$ cat src/rtl/sm_alu_seq_if.sv
// sm_alu_seq_if -- request/response bundle for the sequenced sign-magnitude ALU.
//
// Signals (directions as seen by the ALU, i.e. the slave side):
//   i_valid  in   request present
//   o_ready  out  ALU can accept a request this cycle
//   i_op     in   3-bit opcode
//   i_argA   in   operand A, sign-magnitude, M bits
//   i_argB   in   operand B, sign-magnitude / bit index, M bits
//   o_valid  out  one-cycle pulse: o_result/o_status are new
//   o_result out  result, M bits, held until the next result
//   o_status out  4-bit status word, held with o_result
//
// Modports: slave (the ALU), master (the requesting stage).
interface sm_alu_seq_if #(
  parameter int M = 8
) ();

  logic         i_valid;
  logic         o_ready;
  logic [2:0]   i_op;
  logic [M-1:0] i_argA;
  logic [M-1:0] i_argB;
  logic         o_valid;
  logic [M-1:0] o_result;
  logic [3:0]   o_status;

  modport slave (
    input  i_valid, i_op, i_argA, i_argB,
    output o_ready, o_valid, o_result, o_status
  );

  modport master (
    output i_valid, i_op, i_argA, i_argB,
    input  o_ready, o_valid, o_result, o_status
  );

endinterface

$ cat src/rtl/sm_alu_seq.sv
// sm_alu_seq -- sequenced sign-magnitude ALU.
//
// Executes one operation per accepted request: SUB, LT, CLRBIT, SM2U2, ADD and
// (optionally) a multi-cycle shift-add MUL. Result and status are registered
// and announced with a one-cycle o_valid pulse.
//
// Ports:
//   i_clk    clock, rising edge
//   i_rst_n  asynchronous active-low reset
//   bus      sm_alu_seq_if.slave: i_valid/o_ready request handshake,
//            i_op/i_argA/i_argB operands, o_valid/o_result/o_status result
//
// Parameter M: operand/result width (MSB sign, M-1 magnitude bits), M >= 3.
//
// Build option: define SM_ALU_MUL_EN to build the MUL state, counter and
// accumulator. Without it, opcode 101 is handled like an illegal opcode.
//
// Status word: [0] error, [1] result MSB, [2] even number of ones in the
// result, [3] result all ones. Bits [3:1] are always derived from the emitted
// result, so an error (result forced to 0) always reads 4'b0101.
module sm_alu_seq #(
  parameter int M = 8
) (
  input  logic        i_clk,
  input  logic        i_rst_n,
  sm_alu_seq_if.slave bus
);

  localparam logic [2:0]   OP_SUB    = 3'b000;
  localparam logic [2:0]   OP_LT     = 3'b001;
  localparam logic [2:0]   OP_CLRBIT = 3'b010;
  localparam logic [2:0]   OP_SM2U2  = 3'b011;
  localparam logic [2:0]   OP_ADD    = 3'b100;
`ifdef SM_ALU_MUL_EN
  localparam logic [2:0]   OP_MUL    = 3'b101;
  localparam int           CW        = $clog2(M);
  localparam logic [CW-1:0] MUL_LAST = CW'(M - 2);
  localparam int           PW        = 2 * M - 2;
`endif
  localparam logic [M-1:0] ONE       = {{(M-1){1'b0}}, 1'b1};
  localparam logic [M-1:0] BIT_LIMIT = M'(M);

  typedef enum logic [1:0] {
    ST_IDLE = 2'b00,
`ifdef SM_ALU_MUL_EN
    ST_MUL  = 2'b01,
`endif
    ST_DONE = 2'b10
  } state_t;

  // Status word derived from the emitted result; bit 2 is even parity.
  function automatic logic [3:0] status_f(input logic [M-1:0] r, input logic err);
    status_f = {&r, ~^r, r[M-1], err};
  endfunction

  // Pack sign and magnitude, forcing a zero magnitude to +0.
  function automatic logic [M-1:0] pack_sm_f(input logic s, input logic [M-2:0] mag);
    pack_sm_f = {s & (|mag), mag};
  endfunction

  state_t       state_r;
  state_t       state_nx_s;
  logic         o_valid_r;
  logic [M-1:0] result_r;
  logic [3:0]   status_r;
  logic         ready_s;
  logic         accept_s;
  logic         accept_sc_s;

  // Operand fields and shared arithmetic for the single-cycle ops.
  logic         sa_s;
  logic         sb_s;
  logic         sb_eff_s;
  logic [M-2:0] ma_s;
  logic [M-2:0] mb_s;
  logic [M-1:0] sum_s;
  logic [M-2:0] diff_ab_s;
  logic [M-2:0] diff_ba_s;
  logic [M-1:0] cleared_s;
  logic         a_neg_s;
  logic         b_neg_s;
  logic         lt_s;
  logic [M-1:0] sc_result_s;
  logic         sc_err_s;

  assign sa_s      = bus.i_argA[M-1];
  assign sb_s      = bus.i_argB[M-1];
  assign ma_s      = bus.i_argA[M-2:0];
  assign mb_s      = bus.i_argB[M-2:0];
  // SUB is ADD with the sign of B flipped.
  assign sb_eff_s  = sb_s ^ (bus.i_op == OP_SUB);
  assign sum_s     = {1'b0, ma_s} + {1'b0, mb_s};
  assign diff_ab_s = ma_s - mb_s;
  assign diff_ba_s = mb_s - ma_s;
  assign cleared_s = bus.i_argA & ~(ONE << bus.i_argB);
  // -0 is not negative for the compare.
  assign a_neg_s   = sa_s & (|ma_s);
  assign b_neg_s   = sb_s & (|mb_s);

`ifdef SM_ALU_MUL_EN
  assign ready_s   = (state_r != ST_MUL);
`else
  assign ready_s   = 1'b1;
`endif
  assign accept_s  = bus.i_valid && ready_s;

  // Signed less-than on sign-magnitude operands.
  always_comb begin
    lt_s = 1'b0;
    if (a_neg_s != b_neg_s) begin
      lt_s = a_neg_s;
    end else if (a_neg_s) begin
      lt_s = (ma_s > mb_s);
    end else begin
      lt_s = (ma_s < mb_s);
    end
  end

  // Result and error of every op that completes at the accept edge.
  always_comb begin
    sc_result_s = '0;
    sc_err_s    = 1'b0;
    case (bus.i_op)
      OP_SUB, OP_ADD: begin
        if (sa_s == sb_eff_s) begin
          if (sum_s[M-1]) begin
            sc_err_s = 1'b1;
          end else begin
            sc_result_s = pack_sm_f(sa_s, sum_s[M-2:0]);
          end
        end else if (ma_s >= mb_s) begin
          sc_result_s = pack_sm_f(sa_s, diff_ab_s);
        end else begin
          sc_result_s = pack_sm_f(sb_eff_s, diff_ba_s);
        end
      end
      OP_LT: begin
        sc_result_s = {{(M-1){1'b0}}, lt_s};
      end
      OP_CLRBIT: begin
        if (sb_s || (bus.i_argB >= BIT_LIMIT)) begin
          sc_err_s = 1'b1;
        end else begin
          sc_result_s = pack_sm_f(cleared_s[M-1], cleared_s[M-2:0]);
        end
      end
      OP_SM2U2: begin
        if (!sa_s) begin
          sc_result_s = bus.i_argA;
        end else if (ma_s == '0) begin
          sc_err_s = 1'b1;
        end else begin
          sc_result_s = ~{1'b0, ma_s} + ONE;
        end
      end
`ifdef SM_ALU_MUL_EN
      OP_MUL: begin
        // Produced later by the multiplier path.
        sc_result_s = '0;
        sc_err_s    = 1'b0;
      end
`endif
      default: begin
        sc_err_s = 1'b1;
      end
    endcase
  end

`ifdef SM_ALU_MUL_EN
  logic [CW-1:0] cnt_r;
  logic [PW-1:0] acc_r;
  logic [PW-1:0] mcand_r;
  logic [M-2:0]  mplier_r;
  logic          msign_r;
  logic          accept_mul_s;
  logic          mul_last_s;
  logic [PW-1:0] acc_nx_s;
  logic          mul_err_s;
  logic [M-1:0]  mul_result_s;

  assign accept_mul_s = accept_s && (bus.i_op == OP_MUL);
  assign accept_sc_s  = accept_s && (bus.i_op != OP_MUL);

  // One shift-add step and the final product check.
  always_comb begin
    acc_nx_s     = acc_r;
    mul_err_s    = 1'b0;
    mul_result_s = '0;
    if (mplier_r[0]) begin
      acc_nx_s = acc_r + mcand_r;
    end else begin
      acc_nx_s = acc_r;
    end
    if (|acc_nx_s[PW-1:M-1]) begin
      mul_err_s = 1'b1;
    end else begin
      mul_result_s = pack_sm_f(msign_r, acc_nx_s[M-2:0]);
    end
  end
`else
  assign accept_sc_s  = accept_s;
`endif

  // Next-state logic.
  always_comb begin
    state_nx_s = state_r;
`ifdef SM_ALU_MUL_EN
    mul_last_s = 1'b0;
`endif
    case (state_r)
      ST_IDLE, ST_DONE: begin
        if (accept_s) begin
`ifdef SM_ALU_MUL_EN
          if (bus.i_op == OP_MUL) begin
            state_nx_s = ST_MUL;
          end else begin
            state_nx_s = ST_DONE;
          end
`else
          state_nx_s = ST_DONE;
`endif
        end else begin
          state_nx_s = ST_IDLE;
        end
      end
`ifdef SM_ALU_MUL_EN
      ST_MUL: begin
        if (cnt_r == MUL_LAST) begin
          state_nx_s = ST_DONE;
          mul_last_s = 1'b1;
        end else begin
          state_nx_s = ST_MUL;
        end
      end
`endif
      default: begin
        state_nx_s = ST_IDLE;
      end
    endcase
  end

  // State register and result-valid pulse.
  always_ff @(posedge i_clk or negedge i_rst_n) begin
    if (!i_rst_n) begin
      state_r   <= ST_IDLE;
      o_valid_r <= 1'b0;
    end else begin
      state_r   <= state_nx_s;
      o_valid_r <= (state_nx_s == ST_DONE);
    end
  end

  // Result/status registers: written at a single-cycle accept or at the last
  // multiply step, otherwise held.
  always_ff @(posedge i_clk or negedge i_rst_n) begin
    if (!i_rst_n) begin
      result_r <= '0;
      status_r <= 4'b0000;
    end else if (accept_sc_s) begin
      result_r <= sc_result_s;
      status_r <= status_f(sc_result_s, sc_err_s);
`ifdef SM_ALU_MUL_EN
    end else if (mul_last_s) begin
      result_r <= mul_result_s;
      status_r <= status_f(mul_result_s, mul_err_s);
`endif
    end else begin
      result_r <= result_r;
      status_r <= status_r;
    end
  end

`ifdef SM_ALU_MUL_EN
  // Multiplier datapath: load at accept, one multiplier bit per MUL cycle.
  always_ff @(posedge i_clk or negedge i_rst_n) begin
    if (!i_rst_n) begin
      cnt_r    <= '0;
      acc_r    <= '0;
      mcand_r  <= '0;
      mplier_r <= '0;
      msign_r  <= 1'b0;
    end else if (accept_mul_s) begin
      cnt_r    <= '0;
      acc_r    <= '0;
      mcand_r  <= {{(M-1){1'b0}}, ma_s};
      mplier_r <= mb_s;
      msign_r  <= sa_s ^ sb_s;
    end else if (state_r == ST_MUL) begin
      cnt_r    <= mul_last_s ? '0 : cnt_r + CW'(1);
      acc_r    <= acc_nx_s;
      mcand_r  <= mcand_r << 1;
      mplier_r <= mplier_r >> 1;
      msign_r  <= msign_r;
    end else begin
      cnt_r    <= cnt_r;
      acc_r    <= acc_r;
      mcand_r  <= mcand_r;
      mplier_r <= mplier_r;
      msign_r  <= msign_r;
    end
  end
`endif

  assign bus.o_ready  = ready_s;
  assign bus.o_valid  = o_valid_r;
  assign bus.o_result = result_r;
  assign bus.o_status = status_r;

endmodule
$ cat src/flat_wrapper.sv
// flat-port wrapper written by rule: the top's interface ports become plain ports
module sm_alu_seq_flat 
#(
  parameter int M = 8
)
  (i_clk, i_rst_n, bus_i_valid, bus_i_op, bus_i_argA, bus_i_argB, bus_o_ready, bus_o_valid, bus_o_result, bus_o_status);
  sm_alu_seq_if #(.M(M)) bus_i ();
  input  logic i_clk;
  input  logic i_rst_n;
  input wire logic [$bits(bus_i.i_valid)-1:0] bus_i_valid;
  input wire logic [$bits(bus_i.i_op)-1:0] bus_i_op;
  input wire logic [$bits(bus_i.i_argA)-1:0] bus_i_argA;
  input wire logic [$bits(bus_i.i_argB)-1:0] bus_i_argB;
  output wire logic [$bits(bus_i.o_ready)-1:0] bus_o_ready;
  output wire logic [$bits(bus_i.o_valid)-1:0] bus_o_valid;
  output wire logic [$bits(bus_i.o_result)-1:0] bus_o_result;
  output wire logic [$bits(bus_i.o_status)-1:0] bus_o_status;
  assign bus_i.i_valid = bus_i_valid;
  assign bus_i.i_op = bus_i_op;
  assign bus_i.i_argA = bus_i_argA;
  assign bus_i.i_argB = bus_i_argB;
  assign bus_o_ready = bus_i.o_ready;
  assign bus_o_valid = bus_i.o_valid;
  assign bus_o_result = bus_i.o_result;
  assign bus_o_status = bus_i.o_status;
  sm_alu_seq #(.M(M)) u_core (.i_clk(i_clk), .i_rst_n(i_rst_n), .bus(bus_i));
endmodule
$ cat config.mk
export PLATFORM = sky130hd
export DESIGN_NAME = sm_alu_seq_flat
export DESIGN_NICKNAME = d
export VERILOG_FILES = /design/src/rtl/sm_alu_seq_if.sv /design/src/rtl/sm_alu_seq.sv /design/src/flat_wrapper.sv
export SDC_FILE = /design/constraint.sdc
export NUM_CORES = 1
export LEC_CHECK = 0
export CAP_MARGIN = 20
export CORE_MARGIN = 3
export CORE_UTILIZATION = 50
export CTS_CLUSTER_SIZE = 12
export DETAILED_ROUTE_END_ITERATION = 16
export PLACE_DENSITY = 0.75
export SLEW_MARGIN = 30
export SYNTH_ARGS = -nofsm -noshare
export SYNTH_HDL_FRONTEND = slang
export SYNTH_SLANG_ARGS = --single-unit
$ cat constraint.sdc
create_clock -name i_clk -period 0.8 [get_ports i_clk]
set_input_delay 0.24 -clock i_clk [delete_from_list [all_inputs] [get_ports i_clk]]
set_output_delay 0.24 -clock i_clk [all_outputs]
set_load 0.1 [all_outputs]
==> metrics.md, run 1 <==
| Metric | Value |
|---|---|
| Status | `did not finish` |
| Last stage | `4_1_cts` |
| Err | `[ERROR DPL-0038] Utilization greater than 100%, impossible to legalize` |
| Port bufs | `34` |
| Mapped cell area | `between 2000 and 2500 sq um` |
| Synth async-reset ratio | `1.000` |
| Clk root buf | `clkbuf_8` |
| Setup Fix Bufs, Post-CTS | `between 40 and 50` |
| Synth area leaders | `ha_1, dfrtp_1, xnor2_1` |
| Yosys top cell area share | `0.1386` |
| Die height | `about 76 microns` |
| Yosys cell types | `73` |
| #FFs+latches synth | `12` |
| H-tree depth | `1` |
| Row count | `24` |
| Hold-fix buffers, CTS | `0` |
| Routability Congestion | `between 0.9 and 1` |
| Most common flop cell mapped by yosys | `dfrtp_1` |
| Mapped Cells | `316` |
| Syn Area/Cell | `between 7 and 8 sq um` |
| Sink Count | `12` |
| Yosys top cell by area | `ha_1` |
| Post-synth EDFFs | `0` |
| Detailed Place HPWL | `about 9300 microns` |
| Die Wd | `75.82 microns` |
| Synth warnings | `0` |
| Net count after synthesis | `368` |
| Sequential fraction of the synthesis area | `0.1232` |
| Maximum root-to-sink buffer count | `2` |
| I/O Pins | `36` |
| Post-CTS sizing | `around 190` |
| Initial Util | `0.5375` |
| Total CTS buffers | `3` |
## kinds of logic after synthesis
family / count (synthesis) / share of synthesized area
buffers and inverters: 40 / 0.07238
multiplexers: 6 / 0.02618
flip-flops: 12 / 0.1232
AO/OA/AOI/OAI: 100 / 0.2916
XOR/XNOR: 20 / 0.07187
other: 1 / 0.001539
adder cells (fa/ha/maj): 30 / 0.1632
AND/OR/NAND/NOR: 107 / 0.2500
## cell usage after synthesis, types with 3 or more instances
cell type  number
a211oi_1        5
a21oi_1        17
a22oi_1         3
a31oi_1         3
buf_2           4
buf_4           3
clkbuf_1        5
dfrtp_1        12
fa_1            3
ha_1           27
inv_1          23
inv_2           3
mux2i_1         3
nand2_1        16
nand2b_1        6
nand3_1         7
nand3b_1        4
nand4_1         4
nor2_1         24
nor2b_1         3
nor3_1         12
nor3b_1         6
nor4_1          4
o211ai_1        3
o21ai_0        16
o21ai_1         7
o21bai_1        4
o221ai_1        4
o22ai_1         7
o31ai_1         3
or2_2           3
or3_1           4
xnor2_1        17
xor2_1          3
## metrics by stage
stage | setup slack [ps] | setup TNS (ps) | hold WS, ps | cell area (sq um) | cells
after global placement | -2786 | -24490 | 556.8 | 4086 | 527
after detailed placement | -2939 | -25970 | 572.1 | 4086 | 527
after floorplan | -2054 | -15630 | -55.57 | 2654 | 316
==> inputs of run 2 (changes only) <==
--- a/config.mk
+++ b/config.mk
@@ -7,10 +7,9 @@
 export LEC_CHECK = 0
 export CAP_MARGIN = 20
 export CORE_MARGIN = 3
-export CORE_UTILIZATION = 50
-export CTS_CLUSTER_SIZE = 12
+export CORE_UTILIZATION = 35
 export DETAILED_ROUTE_END_ITERATION = 16
-export PLACE_DENSITY = 0.75
+export PLACE_DENSITY_LB_ADDON = 0.15
 export SLEW_MARGIN = 30
 export SYNTH_ARGS = -nofsm -noshare
 export SYNTH_HDL_FRONTEND = slang
==> constraint.sdc (replaced) <==
create_clock -name i_clk -period 1.04 [get_ports i_clk]
set_input_delay 0.312 -clock i_clk [delete_from_list [all_inputs] [get_ports i_clk]]
set_output_delay 0.312 -clock i_clk [all_outputs]
set_load 0.1 [all_outputs]
==> run 2 against run 1 <==
  * Synthesized cell count unchanged
  * The flow now finishes, with violations (setup timing)
  * Synthesized area unchanged
==> metrics.md, run 2 <==
| Metric | Value |
|---|---|
| Area growth, synth to finish | `108.5%` |
| Status | `finished, violations left (was did not finish)` |
| Crit-path most repeated cell | `buf_6` |
| Commonest non-fill, non-tap cell in the layout | `buf_4` |
| PD cells | `976.3 nW/um^2` |
| Fin crit period | `slightly above 3000 ps` |
| CTS clk-pin slew, worst paths | `about 50 ps` |
| Initial Util | `0.3732 (was 0.5375)` |
| 1st-iter DRT viols | `approximately 260` |
| Mapped cell area | `2437 sq um (unchanged)` |
| Clk root buf | `clkbuf_8 (unchanged)` |
| Row count | `29 (was 24)` |
| Sequential Power Share | `0.125` |
| Crit path DAT | `between 3000 and 4000 ps` |
| Critical path, cell by cell | `buf_8 -> buf_6 -> buf_6 -> fa_2 -> nand2b_4 -> a2111o_1 -> o311ai_2 -> o221ai_1 -> o211ai_1 -> o21ai_2 -> o21bai_1 -> ha_2 -> xnor2_2 -> xnor2_1 -> mux2_4` |
| Area of the core | `between 6000 and 7000 sq um` |
| Max stage delay on crit path | `approximately 400 ps` |
| Placed instance area | `4140 sq um (was 4086 sq um)` |
| RSZ-0062 raised after global routing | `true` |
| Sw Share | `0.4551` |
| Worst ir drop on vdd | `around 570 uV` |
| CTS tree | `done` |
| GR Overflow Total | `0` |
| Die Wd | `89.45 microns (was 75.82 microns)` |
| Routed WL per cell | `between 15 and 20 microns` |
| Synth async-reset ratio | `1.000 (unchanged)` |
| Post-synth EDFFs | `0 (unchanged)` |
| Drt total wl | `between 10000 and 15000 microns` |
| Yosys top cell by area | `ha_1 (unchanged)` |
| # nets final | `around 560` |
| Startpoint Class | `primary input` |
| Comb power frac | `0.771` |
| Sequential fraction of the synthesis area | `0.1232 (unchanged)` |
| Crit-path max FO | `3` |
| Synth area leaders | `ha_1, dfrtp_1, xnor2_1 (unchanged)` |
| Net count after synthesis | `368 (unchanged)` |
| Most common flop cell mapped by yosys | `dfrtp_1 (unchanged)` |
| Setup CP Type | `primary input to flop` |
| Detailed Place HPWL | `7718 microns (was 9254 microns)` |
| Hold slack final | `around 400 ps` |
| Top cells by count, synth | `ha_1, nor2_1, inv_1 (unchanged)` |
| Fin Setup TNS | `-16060 ps` |
| Syn Area/Cell | `7.713 sq um (unchanged)` |
| DRC | `0` |
| Sw power | `~2300 uW` |
| Max Clk Rate | `~330 MHz` |
| Tightest Hold Check Type | `primary input to asynchronous set/reset pin` |
| Routability Congestion | `1.007 (was 0.9832)` |
| Yosys cell types | `73 (unchanged)` |
| Yosys top cell area share | `0.1386 (unchanged)` |
| Vias/cell | `between 6 and 7` |
| Share of layout cells above drive strength 1 | `0.6319` |
| CP Capture Type | `flop` |
| Mapped Cells | `316 (unchanged)` |
| Post-route cell area | `between 5000 and 6000 sq um` |
| Port bufs | `34 (unchanged)` |
| Synth warnings | `0 (unchanged)` |
| N_diodes | `0` |
| #FFs+latches synth | `12 (unchanged)` |
| Leakage Power | `between 0.002 and 0.0025 uW` |
| Final hold violation count | `0` |
| Tot Pwr | `4962 uW` |
| Slowest CP cell | `fa_2` |
| Final Max Tran Viols | `0` |
| Part of the power in the clock network | `0.104` |
| Routed via count | `3514` |
| Crit path required time | `1170 ps` |
| Fillers | `361` |
| Count leader, synth | `ha_1 (unchanged)` |
| GRT Util Overall | `0.2679` |
| H-tree depth | `1 (unchanged)` |
| DR pass1 iterations | `5` |
| Commonest cells after routing, fill and taps aside | `buf_4, buf_6, nor2_1, nand2_1, buf_12` |
| Failing checks | `setup timing` |
| Die height | `89.45 microns (was 75.82 microns)` |
| Sink Count | `12 (unchanged)` |
| Total CTS buffers | `3 (unchanged)` |
| Pin count of the biggest net entering global routing | `16` |
| Setup violators final | `24` |
| Vias in the first global route | `3371` |
| Internal power | `about 2700 uW` |
| Crit share post-route | `2.943` |
| Final WS setup | `-2020 ps` |
| Max-cap viol count | `0` |
| Global-route wire length before repair | `~17000 microns` |
| Clk Latency, worst-skew pair | `about 250 ps` |
| Initial antenna violation count | `0` |
| Largest register FFs | `7` |
| I/O Pins | `36 (unchanged)` |
| Maximum root-to-sink buffer count | `2 (unchanged)` |
| Antenna Nets Post-Route | `0` |
| Clock skew | `0 ps` |
| Die area | `around 8000 sq um` |
-- run 2: cell counts after synthesis --
No cell type changed its count.
-- run 2: power groups by stage --
stage | clock network (uW) | logic (uW) | registers (uW)
after floorplan | 0 | 1200 | 1070
after global placement | 0 | 2940 | 629
after detailed placement | 0 | 2970 | 631
after CTS | 527 | 3380 | 620
after global routing | 544 | 3990 | 627
final | 517 | 3830 | 619
-- run 2: cell families (layout without fill, tap and decap cells) --
kind of cell / count (synthesis) / in the layout / synth area share
and+or+nand+nor: 107 / 107 / 0.2500
AOI/OAI and AO/OA: 100 / 100 / 0.2916
buffers and inverters: 40 / 232 / 0.07238
adders and majority gates: 30 / 30 / 0.1632
xor gates and xnor gates: 20 / 20 / 0.07187
DFF: 12 / 12 / 0.1232
muxes: 6 / 6 / 0.02618
other: 1 / 1 / 0.001539
-- run 2: final timing paths --
path	slack (ps)	startpoint	to	depth (start not counted)
max reg2reg	70	u_core.bus.o_result[3]	u_core.bus.o_result[3]	2
min in group i_clk	530	u_core.bus.o_status[3]	u_core.bus.o_status[3]	2
max in group asynchronous	510	i_rst_n	u_core.bus.o_status[1]	2
min reg2reg	530	u_core.bus.o_status[3]	u_core.bus.o_status[3]	2
min	400	i_rst_n	u_core.bus.o_result[5]	2
max	-2020	bus_i_argB[1]	u_core.bus.o_status[2]	15
-- run 2: cell type report --
cell class	count	area, sq um	area share
inverter	27	136.4	0.02683
clock buffer	4	55.05	0.01083
sequential	12	316.6	0.06228
tap	77	96.34	0.01896
timing repair buffer	201	1829	0.3599
multi-input combinational	264	2649	0.5212
-- run 2: per-stage QoR --
step	instances	utilization	setup WS [ps]
after floorplan	316	-	-1888
after global placement	548	0.6339	-2751
after detailed placement	548	0.6339	-2767
after CTS	576	0.7270	-1952
after global routing	585	0.7782	-2142
final	585	0.7782	-2020
-- run 2: timing repair --
action	in CTS	in global routing
endpoints found under the setup margin	24	24
resized for setup	149	57
pin swaps	59	44
hold buffers	0	0
buffers inserted	26	16
-- run 2: metal layers --
layer | share of wire | track usage
met1 | 0.39 | 0.3263
met2 | 0.50 | 0.4910
met3 | 0.063 | 0.03410
met4 | 0.044 | 0.07307
met5 | 0 | 0
-- run 2: critical path, delay by kind of cell --
kind,cells,cell delay [ps]
compound gates,6,1140
xor+xnor,2,260
fa+ha+maj,2,720
buf+inv,3,320
mux,1,250
simple gates,1,170
(Power assumes the default switching activity.)
